$ cat config.mk
export PLATFORM = sky130hd
export DESIGN_NAME = flit_assembler
export DESIGN_NICKNAME = d
export VERILOG_FILES = /design/src/rtl/noc_pkg.sv /design/src/rtl/assembler_fifo.sv /design/src/rtl/flit_assembler.sv
export SDC_FILE = /design/constraint.sdc
export NUM_CORES = 1
export LEC_CHECK = 0
export BUFFER_PORTS_ARGS = -buffer_cell sky130_fd_sc_hd__buf_2
export CAP_MARGIN = 20
export CORE_UTILIZATION = 50
export CTS_BUF_LIST = sky130_fd_sc_hd__clkbuf_4 sky130_fd_sc_hd__clkbuf_8
export DETAILED_ROUTE_END_ITERATION = 6
export PLACE_DENSITY_LB_ADDON = 0.1
export SLEW_MARGIN = 40
export SYNTH_ARGS = -nofsm -noshare
export SYNTH_HDL_FRONTEND = slang
export SYNTH_SLANG_ARGS = --single-unit
$ cat constraint.sdc
create_clock -name clk -period 14 [get_ports clk]
set_clock_uncertainty 0.1 [all_clocks]
set_input_delay 1.4 -clock clk [delete_from_list [all_inputs] [get_ports clk]]
set_output_delay 1.4 -clock clk [all_outputs]
set_load 0.02 [all_outputs]
$ cat src/rtl/noc_pkg.sv
// Shared NoC definitions: flit layout, node encoding and packet slice positions.
// Used by both the node splitter and the flit assembler.
package noc_pkg;

    localparam int PAYLOAD_W = 17;
    localparam int IDX_W     = 2;
    localparam int PACKET_W  = 68;

    // Bit position of the lowest payload bit for each flit index
    localparam int SLICE_LO_0 = 51;
    localparam int SLICE_LO_1 = 34;
    localparam int SLICE_LO_2 = 17;
    localparam int SLICE_LO_3 = 0;

    localparam int IDX_LSB = 0;
    localparam int SRC_LSB = IDX_W;

    function automatic int flit_width(input int l, input int p);
        return 1 + 2 * l + PAYLOAD_W + p + IDX_W;
    endfunction

    function automatic int id_lsb(input int l);
        return SRC_LSB + l;
    endfunction

    function automatic int payload_lsb(input int l, input int p);
        return SRC_LSB + l + p;
    endfunction

    function automatic int dest_lsb(input int l, input int p);
        return SRC_LSB + l + p + PAYLOAD_W;
    endfunction

    function automatic int valid_bit(input int l, input int p);
        return SRC_LSB + 2 * l + p + PAYLOAD_W;
    endfunction

    function automatic int slice_lo(input logic [1:0] idx);
        int lo;
        case (idx)
            2'd0:    lo = SLICE_LO_0;
            2'd1:    lo = SLICE_LO_1;
            2'd2:    lo = SLICE_LO_2;
            default: lo = SLICE_LO_3;
        endcase
        return lo;
    endfunction

    // Mesh coordinate code {x[1:0], y[1:0]}; callers truncate to L bits
    function automatic logic [3:0] encode_node(input int n);
        int x;
        int y;
        x = n % 3;
        y = n / 3;
        return {x[1:0], y[1:0]};
    endfunction

endpackage

$ cat src/rtl/assembler_fifo.sv
// Synchronous first-word-fall-through FIFO with occupancy count; push and pop
// only take effect while ce is high. DEPTH must be a power of two.
module assembler_fifo #(
    parameter int WIDTH = 8,
    parameter int DEPTH = 8
) (
    input  logic                     clk,
    input  logic                     rst_n,
    input  logic                     ce,
    input  logic                     push,
    input  logic                     pop,
    input  logic [WIDTH-1:0]         din,
    output logic [WIDTH-1:0]         dout,
    output logic [$clog2(DEPTH):0]   count
);

    localparam int AW = $clog2(DEPTH);
    localparam int CW = AW + 1;

    logic [WIDTH-1:0] mem [DEPTH];
    logic [AW-1:0]    head;
    logic [AW-1:0]    tail;
    logic             do_push;
    logic             do_pop;

    assign do_push = ce && push && (count < CW'(DEPTH));
    assign do_pop  = ce && pop && (count != '0);
    assign dout    = mem[head];

    // Pointers wrap naturally because DEPTH is a power of two
    always_ff @(posedge clk or negedge rst_n) begin
        if (!rst_n) begin
            head  <= '0;
            tail  <= '0;
            count <= '0;
        end else begin
            if (do_push) tail <= tail + 1'b1;
            if (do_pop)  head <= head + 1'b1;
            case ({do_push, do_pop})
                2'b10:   count <= count + 1'b1;
                2'b01:   count <= count - 1'b1;
                default: count <= count;
            endcase
        end
    end

    always_ff @(posedge clk) begin
        if (do_push) mem[tail] <= din;
    end

endmodule

$ cat src/rtl/flit_assembler.sv
// Reassembles four 17-bit flits per source into 68-bit packets and queues them
// toward the core. Define FLIT_ASSEMBLER_STATS_EN to add drop_count/err_pulse.
module flit_assembler
    import noc_pkg::*;
#(
    parameter int NODE_ID         = 0,
    parameter int NODE_COUNT      = 8,
    parameter int QUEUE_DEPTH     = 8,
    parameter int PACKET_ID_WIDTH = 5
) (
    input  logic                                   clk,
    input  logic                                   rst_n,
    input  logic                                   ce,
    input  logic [flit_width($clog2(NODE_COUNT), PACKET_ID_WIDTH)-1:0] flit_in,
    input  logic                                   valid_in,
    output logic                                   assembler_ready,
    output logic [PACKET_W-1:0]                    packet_out,
    output logic [$clog2(NODE_COUNT)-1:0]          src_node,
    output logic [PACKET_ID_WIDTH-1:0]             packet_id,
    output logic                                   valid_out,
    input  logic                                   core_ready
`ifdef FLIT_ASSEMBLER_STATS_EN
    ,
    output logic [7:0]                             drop_count,
    output logic                                   err_pulse
`endif
);

    localparam int L         = $clog2(NODE_COUNT);
    localparam int P         = PACKET_ID_WIDTH;
    localparam int EW        = PACKET_W + L + P;
    localparam int CW        = $clog2(QUEUE_DEPTH) + 1;
    localparam int VALID_BIT = valid_bit(L, P);
    localparam int DEST_LSB  = dest_lsb(L, P);
    localparam int PL_LSB    = payload_lsb(L, P);
    localparam int ID_LSB    = id_lsb(L);
    localparam logic [L-1:0]        MY_DEST = L'(encode_node(NODE_ID));
    localparam logic [PACKET_W-1:0] LANE    = PACKET_W'(17'h1FFFF);

    logic [L-1:0]         f_dest;
    logic [PAYLOAD_W-1:0] f_payload;
    logic [P-1:0]         f_id;
    logic [L-1:0]         f_src;
    logic [1:0]           f_idx;

    assign f_dest    = flit_in[DEST_LSB +: L];
    assign f_payload = flit_in[PL_LSB +: PAYLOAD_W];
    assign f_id      = flit_in[ID_LSB +: P];
    assign f_src     = flit_in[SRC_LSB +: L];
    assign f_idx     = flit_in[IDX_LSB +: IDX_W];

    logic [PACKET_W-1:0] slot_payload [NODE_COUNT];
    logic [P-1:0]        slot_id      [NODE_COUNT];
    logic [3:0]          slot_mask    [NODE_COUNT];

    logic                accept;
    logic                dest_ok;
    logic                src_ok;
    logic [L-1:0]        src_idx;
    logic [3:0]          cur_mask;
    logic [P-1:0]        cur_id;
    logic [3:0]          idx_bit;
    logic [PACKET_W-1:0] placed;
    logic                slot_wr;
    logic [3:0]          nxt_mask;
    logic [P-1:0]        nxt_id;
    logic                push;
    logic                pop;
    logic [EW-1:0]       fifo_dout;
    logic [CW-1:0]       fifo_count;

    assign assembler_ready = ce && (fifo_count < CW'(QUEUE_DEPTH));
    assign accept   = valid_in && flit_in[VALID_BIT] && assembler_ready;
    assign dest_ok  = (f_dest == MY_DEST);
    assign src_ok   = (int'(f_src) < NODE_COUNT);
    assign src_idx  = src_ok ? f_src : '0;
    assign cur_mask = slot_mask[src_idx];
    assign cur_id   = slot_id[src_idx];
    assign idx_bit  = 4'b0001 << f_idx;
    assign placed   = (slot_payload[src_idx] & ~(LANE << slice_lo(f_idx)))
                    | (PACKET_W'(f_payload) << slice_lo(f_idx));

    // A new id (or an empty slot) restarts the slot; duplicates leave it untouched
    always_comb begin
        slot_wr  = 1'b0;
        nxt_mask = cur_mask;
        nxt_id   = cur_id;
        push     = 1'b0;
        if (accept && dest_ok && src_ok) begin
            if (cur_mask == 4'b0000 || cur_id != f_id) begin
                slot_wr  = 1'b1;
                nxt_mask = idx_bit;
                nxt_id   = f_id;
            end else if ((cur_mask & idx_bit) == 4'b0000) begin
                slot_wr  = 1'b1;
                nxt_mask = cur_mask | idx_bit;
            end
        end
        push = slot_wr && (nxt_mask == 4'b1111);
    end

    always_ff @(posedge clk or negedge rst_n) begin
        if (!rst_n) begin
            for (int i = 0; i < NODE_COUNT; i++) slot_mask[i] <= 4'b0000;
        end else if (slot_wr) begin
            slot_mask[src_idx] <= push ? 4'b0000 : nxt_mask;
        end
    end

    always_ff @(posedge clk) begin
        if (slot_wr) begin
            slot_payload[src_idx] <= placed;
            slot_id[src_idx]      <= nxt_id;
        end
    end

    assign pop = valid_out && core_ready && ce;

    assembler_fifo #(
        .WIDTH (EW),
        .DEPTH (QUEUE_DEPTH)
    ) u_fifo (
        .clk   (clk),
        .rst_n (rst_n),
        .ce    (ce),
        .push  (push),
        .pop   (pop),
        .din   ({placed, f_src, nxt_id}),
        .dout  (fifo_dout),
        .count (fifo_count)
    );

    assign valid_out = (fifo_count != '0);
    assign {packet_out, src_node, packet_id} = valid_out ? fifo_dout : '0;

`ifdef FLIT_ASSEMBLER_STATS_EN
    logic err;

    // Routing errors, duplicate indices and discarded partials all count as drops
    assign err = accept && (!dest_ok || !src_ok ||
                 (cur_mask != 4'b0000 && (cur_id != f_id || (cur_mask & idx_bit) != 4'b0000)));

    always_ff @(posedge clk or negedge rst_n) begin
        if (!rst_n) begin
            drop_count <= 8'd0;
            err_pulse  <= 1'b0;
        end else if (ce) begin
            err_pulse <= err;
            if (err && drop_count != 8'hFF) drop_count <= drop_count + 8'd1;
        end
    end
`endif

endmodule

==> impl_metrics.csv, run 1 <==
group,metric,value,unit
run_status,run_status,"finished, final reports clean",
clock_network,cts-buffers-inserted,195,
clock_network,clk_path_buf_depth,3,
clock_network,clk_latency,0.88,ns
critical_path,crit_required,14.36,ns
synth,yosys.area.top_type_share,0.741,
clock_network,htree_levels,4,
synth,yosysUniqueCellTypes,63,
critical_path,cp-start-kind,"input port",
critical_path,path_cells,"buf_6 > buf_4 > mux4_2 > mux2_2 > nor4_4 > nor4_4 > o211ai_2 > buf_4 > nor2_1 > nor2_4 > buf_6",
route,routed_wl,114,mm
route,drtAntennaViolNets,0,
critical_path,critical_path_depth,11,
clock_network,cts.repair.resized,0,
job,cap_violations,0,
floorplan,die-area,97800,sq um
synth,synth_enable_flop_cells,1192,
critical_path,crit_fanout,60,
finish,synthToLayoutAreaGrowth,13.1,%
critical_path,end_kind,"flop",
route,dr_total_vias,24900,
critical_path,crit_buf_inv,4,
finish,drive_gt1_frac,0.299,
synth,synth_area_leader_cell,"edfxtp_1",
floorplan,die_h,313,um
synth,yosys_warnings,0,
clock_network,clock_sinks,1234,
clock_network,post-cts-setup-buffers,0,
route,drc,0,
critical_path,crit_arrival,6.06,ns
synth,synth-seq-area-share,0.763,
sta,finalSetupViolCount,0,
sta,setup-tns-final,0,ns
place,place.gp.congestion,0.830,
finish,layout_commonest_cell,"edfxtp_1",
synth,async_flop_share,0.0340,
sta,rsz0062_at_grt,"no",
clock_network,cts_tree,"built",
worst_hold_path,whs_path_depth,2,
critical_path,rr_worst_depth,9,
floorplan,die_x,313,um
grt,globalRouteOverflowTotal,0,
finish,final_cell_mix,"edfxtp_1 (1192), mux4_2 (202), clkbuf_8 (198), nor2_1 (164), mux2i_1 (133)",
sta,relSlewSlack,0.419,
sta,worstMarginPinSlew,0.871,ns
grt,antenna_found_initial,7,
sta,hold_viol,0,
sta,period_share,0.407,
synth,synth_ff_type,"edfxtp_1",
route,drtIter0Drc,2134,
grt,grt_max_degree,83,
clock_network,holdBufCountCts,0,
power_and_ir_drop,power.density,134,nW/um^2
sta,timing.final.max_slew_violations,0,
clock_network,cts-root-buf,"clkbuf_8",
sta,period_needed,5.70,ns
critical_path,critical-path-top-delay-family,"buffers and inverters",
route,first_pass_iters,5,
route,routed_via_density,6.01,
synth,syn_avg_cell_area,19.5,sq um
critical_path,cp_slowest_cell,"buf_4",
route,wl_per_cell,27.5,um
critical_path,cp_slowest_stage_delay,0.74,ns
finish,nets,2754,
grt,grt_pass1_wl,169,mm
synth,syn_area,48300,sq um
clock_network,clk_pin_slew_worst_paths,0.06,ns
floorplan,fp-row-count,113,
floorplan,coreArea,95300,sq um
grt,grt_use_total,0.236,
place,dpl.hpwl,62.4,mm
grt,grt_pass1_vias,26100,
place,io_buffer_count,113,
sta,max_freq,176,MHz
synth,synth_area_leaders,"edfxtp_1 (74%), mux4_2 (9.4%), mux2i_1 (2.8%)",
synth,postSynthCellCount,2473,
critical_path,crit_type,"input port to flop",
synth,syn-num-nets,2514,
worst_hold_path,min_path_type,"flop to flop",
power_and_ir_drop,total_leakage_power,0.0174,uW
floorplan,start_util,0.507,
power_and_ir_drop,peakVddDrop,0.0000963,V
floorplan,ioPinCount,114,
synth,ys_seq_elements,1234,
power_and_ir_drop,power,7340,uW
-- state kept, by name (all words and copies together) (netlist names) --
name and flops:
slot_id 40, slot_mask 32, slot_payload 544, u_fifo.count 4, u_fifo.head 3, u_fifo.mem 608
u_fifo.tail 3
-- cell usage after synthesis (2+ instances only) --
cell type  instances
ha_1               5
mux2i_1          133
a222oi_1           2
edfxtp_1        1192
nor2_1           176
buf_6              6
mux2_4             3
buf_2             11
mux2_2            74
clkbuf_1          88
o2111ai_4          7
a22oi_1           24
nor2b_1            4
inv_1             10
dfrtp_1           42
a21oi_1           75
a221oi_1          69
nor4_4             2
o211ai_4           2
o21ai_0           28
nand2b_1           2
o211ai_2           3
nand3_1            8
xor2_1             7
a22o_1            11
xnor2_1            7
a221o_1            3
o21a_1            21
mux4_2           202
o221ai_1          21
nor3_1             5
a21boi_1           2
o21ai_1           33
buf_1             40
nand3b_2           2
o22a_1             3
nand2_1           94
a31oi_1           20
nor4_1            10
nand4_1            3
-- worst min-delay path, delay by kind of cell (launching register included) --
family / cells / cell delay, ns
flops: 1 / 0.34
compound gates: 1 / 0.06
simple gates: 1 / 0.05
-- final cells by class --
type / count / area [sq um]
Clock inverter: 93 / 504
Sequential cell: 1234 / 36900
Fill cell: 7285 / 40700
Multi-Input combinational cell: 1082 / 11100
Timing Repair Buffer: 189 / 1260
Clock buffer: 263 / 3210
Tap cell: 1265 / 1580
Inverter: 11 / 46.3
Antenna cell: 3 / 7.51
-- per-layer routing --
layer  vias up  routed length (um)  track usage
li1      10700                   -            -
met1     13200               49100        0.329
met2       870               55200        0.380
met3       178                6670       0.0397
met4         0                2750       0.0827
met5         -                   0            0
-- where the power goes --
group	switching [uW]	total, uW	internal (uW)
combinational	227	302	75.4
clock	1390	2920	1530
sequential	1.38	4110	4110
-- final timing paths --
path | start | slack [ns] | endpoint
min in group asynchronous | rst_n | 0.43 | u_fifo.head[0]
max in group asynchronous | rst_n | 12.96 | u_fifo.head[1]
worst min-delay path | slot_mask[29] | 0.39 | slot_mask[29]
worst min register to register | slot_mask[29] | 0.39 | slot_mask[29]
worst max register to register | slot_mask[1] | 9.74 | slot_payload[5][31]
worst max-delay path | flit_in[4] | 8.30 | slot_payload[5][31]
-- kinds of logic (layout without fill, tap and decap cells) --
| family | after synthesis | in the layout | synth area share |
|---|---|---|---|
| other | 0 | 3 | 0 |
| muxes | 413 | 413 | 0.140 |
| xor gates and xnor gates | 14 | 14 | 0.00254 |
| buffers and inverters | 157 | 556 | 0.0137 |
| adders and majority gates | 5 | 5 | 0.00130 |
| DFF | 1234 | 1234 | 0.763 |
| and+or+nand+nor | 315 | 315 | 0.0276 |
| AOI/OAI and AO/OA | 335 | 335 | 0.0516 |
-- through the flow --
| step | area [sq um] | hold slack [ns] | util | setup WS (ns) | std cells |
|---|---|---|---|---|---|
| after global placement | 50500 | 0.365 | 0.530 | 7.03 | 3777 |
| after global routing | 54600 | 0.422 | 0.573 | 8.16 | 4140 |
| after detailed placement | 50800 | 0.380 | 0.533 | 7.37 | 3779 |
| after CTS | 54500 | 0.352 | 0.572 | 8.30 | 4135 |
| after floorplan | 48300 | 0.350 | - | 2.75 | 2473 |
| final | 54600 | 0.392 | 0.573 | 8.30 | 4140 |
(Power assumes the default switching activity.)
==> run 2: changes to the inputs <==
==> constraint.sdc (replaced) <==
create_clock -name clk -period 5 [get_ports clk]
set_clock_uncertainty 0.1 [all_clocks]
set_input_delay 0.5 -clock clk [delete_from_list [all_inputs] [get_ports clk]]
set_output_delay 0.5 -clock clk [all_outputs]
set_load 0.02 [all_outputs]
==> run 2 against run 1 <==
  * Sequential cell count unchanged
  * Total power grew to 2.8 times the previous value
  * Sequential share of layout area is 0.87 points lower
  * Critical endpoint is now u_fifo.count[2]
==> impl_metrics.csv, run 2 (synthesis results as in run 1) <==
group,metric,value,unit
critical_path,cp_slowest_stage_delay,0.55,ns
sta,period_share,0.788,
sta,max_freq,254,MHz
floorplan,fp-row-count,113,
critical_path,crit_type,"input port to flop",
sta,period_needed,3.94,ns
clock_network,htree_levels,4,
critical_path,crit_arrival,4.58,ns
place,place.gp.congestion,0.825,
place,dpl.hpwl,64.5,mm
finish,largest_register_ffs,608,
critical_path,worst_r2r_endpoint,"u_fifo.count[2]",
power_and_ir_drop,power,20800,uW
floorplan,coreArea,95300,sq um
floorplan,die_h,313,um
job,cap_violations,0,
route,routed_wl,116,mm
power_and_ir_drop,peakVddDrop,0.000281,V
grt,grt_use_total,0.241,
place,placedCellCount,3830,
grt,use_met2,0.382,
finish,synthToLayoutAreaGrowth,14.6,%
finish,finalNonFillerCells,4187,
clock_network,clk_path_buf_depth,3,
sta,timing.final.max_slew_violations,0,
critical_path,reg2reg_slack,1.25,ns
critical_path,crit_buf_inv,2,
route,routed_via_density,6.02,
sta,rsz0062_at_grt,"no",
finish,n_fill_cell,7094,
grt,globalRouteOverflowTotal,0,
route,first_pass_iters,5,
finish,multi_input_area,11100,sq um
grt,grt_max_degree,77,
route,wl_per_cell,27.7,um
finish,layout_commonest_cell,"edfxtp_1",
critical_path,path_cells,"dlygate4sd3_1 > buf_6 > mux2_4 > a22o_1 > a311oi_1 > xor2_1 > o2111ai_1 > nand3b_4 > ha_1 > xor2_1 > ha_1 > a21oi_1 > xor2_1 > nor2_1 > xor2_1",
critical_path,critical-path-top-delay-family,"compound AO/OA/AOI/OAI gates",
finish,drive_gt1_frac,0.305,
critical_path,crit_fanout,34,
floorplan,die_x,313,um
grt,grt.busiest_layer,"met2",
grt,use_met1,0.348,
floorplan,die-area,97800,sq um
worst_hold_path,min_path_type,"input port to async pin",
floorplan,ioPinCount,114,
clock_network,clk_pin_slew_worst_paths,0.06,ns
critical_path,rr_worst_depth,13,
run_status,run_status,"finished, final reports clean",
critical_path,end_kind,"flop",
clock_network,cts_tree,"built",
grt,use_met3,0.0377,
critical_path,cp_slowest_cell,"dlygate4sd3_1",
clock_network,clk_latency,0.86,ns
finish,nets,2812,
sta,relSlewSlack,0.423,
clock_network,cts-root-buf,"clkbuf_8",
place,io_buffer_count,113,
clock_network,cts.repair.resized,0,
critical_path,r2r_start,"slot_mask[4]",
sta,hold_viol,0,
critical_path,cp-start-kind,"input port",
grt,antenna_found_initial,2,
sta,finalSetupViolCount,0,
finish,ff_latch_area,36900,sq um
critical_path,crit_top_cell,"xor2_1",
critical_path,crit_required,5.64,ns
grt,grt_pass1_vias,26300,
route,dr_total_vias,25200,
power_and_ir_drop,power.density,376,nW/um^2
route,drtAntennaViolNets,0,
route,drtIter0Drc,2239,
clock_network,clock_sinks,1234,
floorplan,start_util,0.507,
finish,final_cell_mix,"edfxtp_1 (1192), mux4_2 (202), clkbuf_8 (200), nor2_1 (165), mux2i_1 (133)",
clock_network,cts-buffers-inserted,196,
finish,largest_register,"u_fifo.mem",
route,drc,0,
power_and_ir_drop,total_leakage_power,0.0178,uW
grt,grt_pass1_wl,172,mm
sta,worstMarginPinSlew,0.866,ns
finish,reg.largest.list,"u_fifo.mem: 608 flops, slot_payload: 544 flops, slot_id: 40 flops",
==> run 2: cell types whose count changed in the layout (fill, tap and decap cells not counted), moves of 7 or more <==
cell	previous run	this run
buf_4	62	102
buf_12	3	25
clkinv_1	62	42
a31oi_1	4	19
a31oi_2	15	1
a21oi_1	51	63
a21oi_2	23	12
buf_6	13	3
nor4_2	10	1
nor4_4	2	11
dlygate4sd3_1	0	7
==> run 2: worst reg2reg max path, stage by stage, from the launching register on <==
cell and delay, ns:
dfrtp_1 0.39, mux4_2 0.48, mux2_4 0.34, nor3_1 0.39, nand3_1 0.19, nand3b_4 0.15, nand3b_4 0.29, ha_1 0.41
xor2_1 0.18, ha_1 0.21, a21oi_1 0.16, xor2_1 0.16, nor2_1 0.06, xor2_1 0.14
==> run 2: metal layers <==
layer  vias up  wire length (um)
li1      10800                 -
met1     13300             50700
met2       928             55600
met3       176              6990
met4         0              2630
met5         -                 0
==> run 2: cell type report <==
class,count,share of cell area
tap,1265,0.0286
multi-input combinational,1082,0.201
clock buffer,269,0.0591
timing repair buffer,246,0.0346
antenna,1,0.0000452
inverter,11,0.000837
clock inverter,79,0.0101
sequential,1234,0.666
==> run 2: power by group <==
| group | leakage [uW] | switching [uW] | total (uW) | internal, uW |
|---|---|---|---|---|
| registers | 0.0113 | 3.23 | 11500 | 11500 |
| clock network | 0.00203 | 3850 | 8400 | 4540 |
| logic | 0.00451 | 645 | 887 | 242 |
==> run 2: what timing repair did <==
item,CTS,global route
buffers inserted,0,0
hold endpoints to repair,58,0
hold buffers,7,0
==> run 2: how the worst max path moves through the flow <==
| stage | startpoint | end | slack [ns] | cells after the start |
|---|---|---|---|---|
| floorplan | flit_in[4] | u_fifo.mem[1][0] | -0.44 | 11 |
| global placement | flit_in[2] | u_fifo.count[2] | 0.64 | 14 |
| detailed placement | flit_in[2] | u_fifo.count[2] | 0.69 | 14 |
| CTS | u_fifo.head[0] | packet_out[27] | 0.79 | 5 |
| global route | flit_in[4] | u_fifo.count[2] | 0.84 | 15 |
| finish | flit_in[4] | u_fifo.count[2] | 1.06 | 15 |
==> run 2: stage by stage <==
step	hold slack, ns	utilization	setup TNS [ns]	area, sq um	setup slack, ns
after floorplan	0.104	-	-188.70	48500	-0.439
after global placement	0.363	0.539	0	51300	0.637
after detailed placement	0.371	0.539	0	51400	0.686
after CTS	0.00379	0.580	0	55300	0.792
after global routing	0.0634	0.581	0	55300	0.843
final	0.0859	0.581	0	55300	1.06
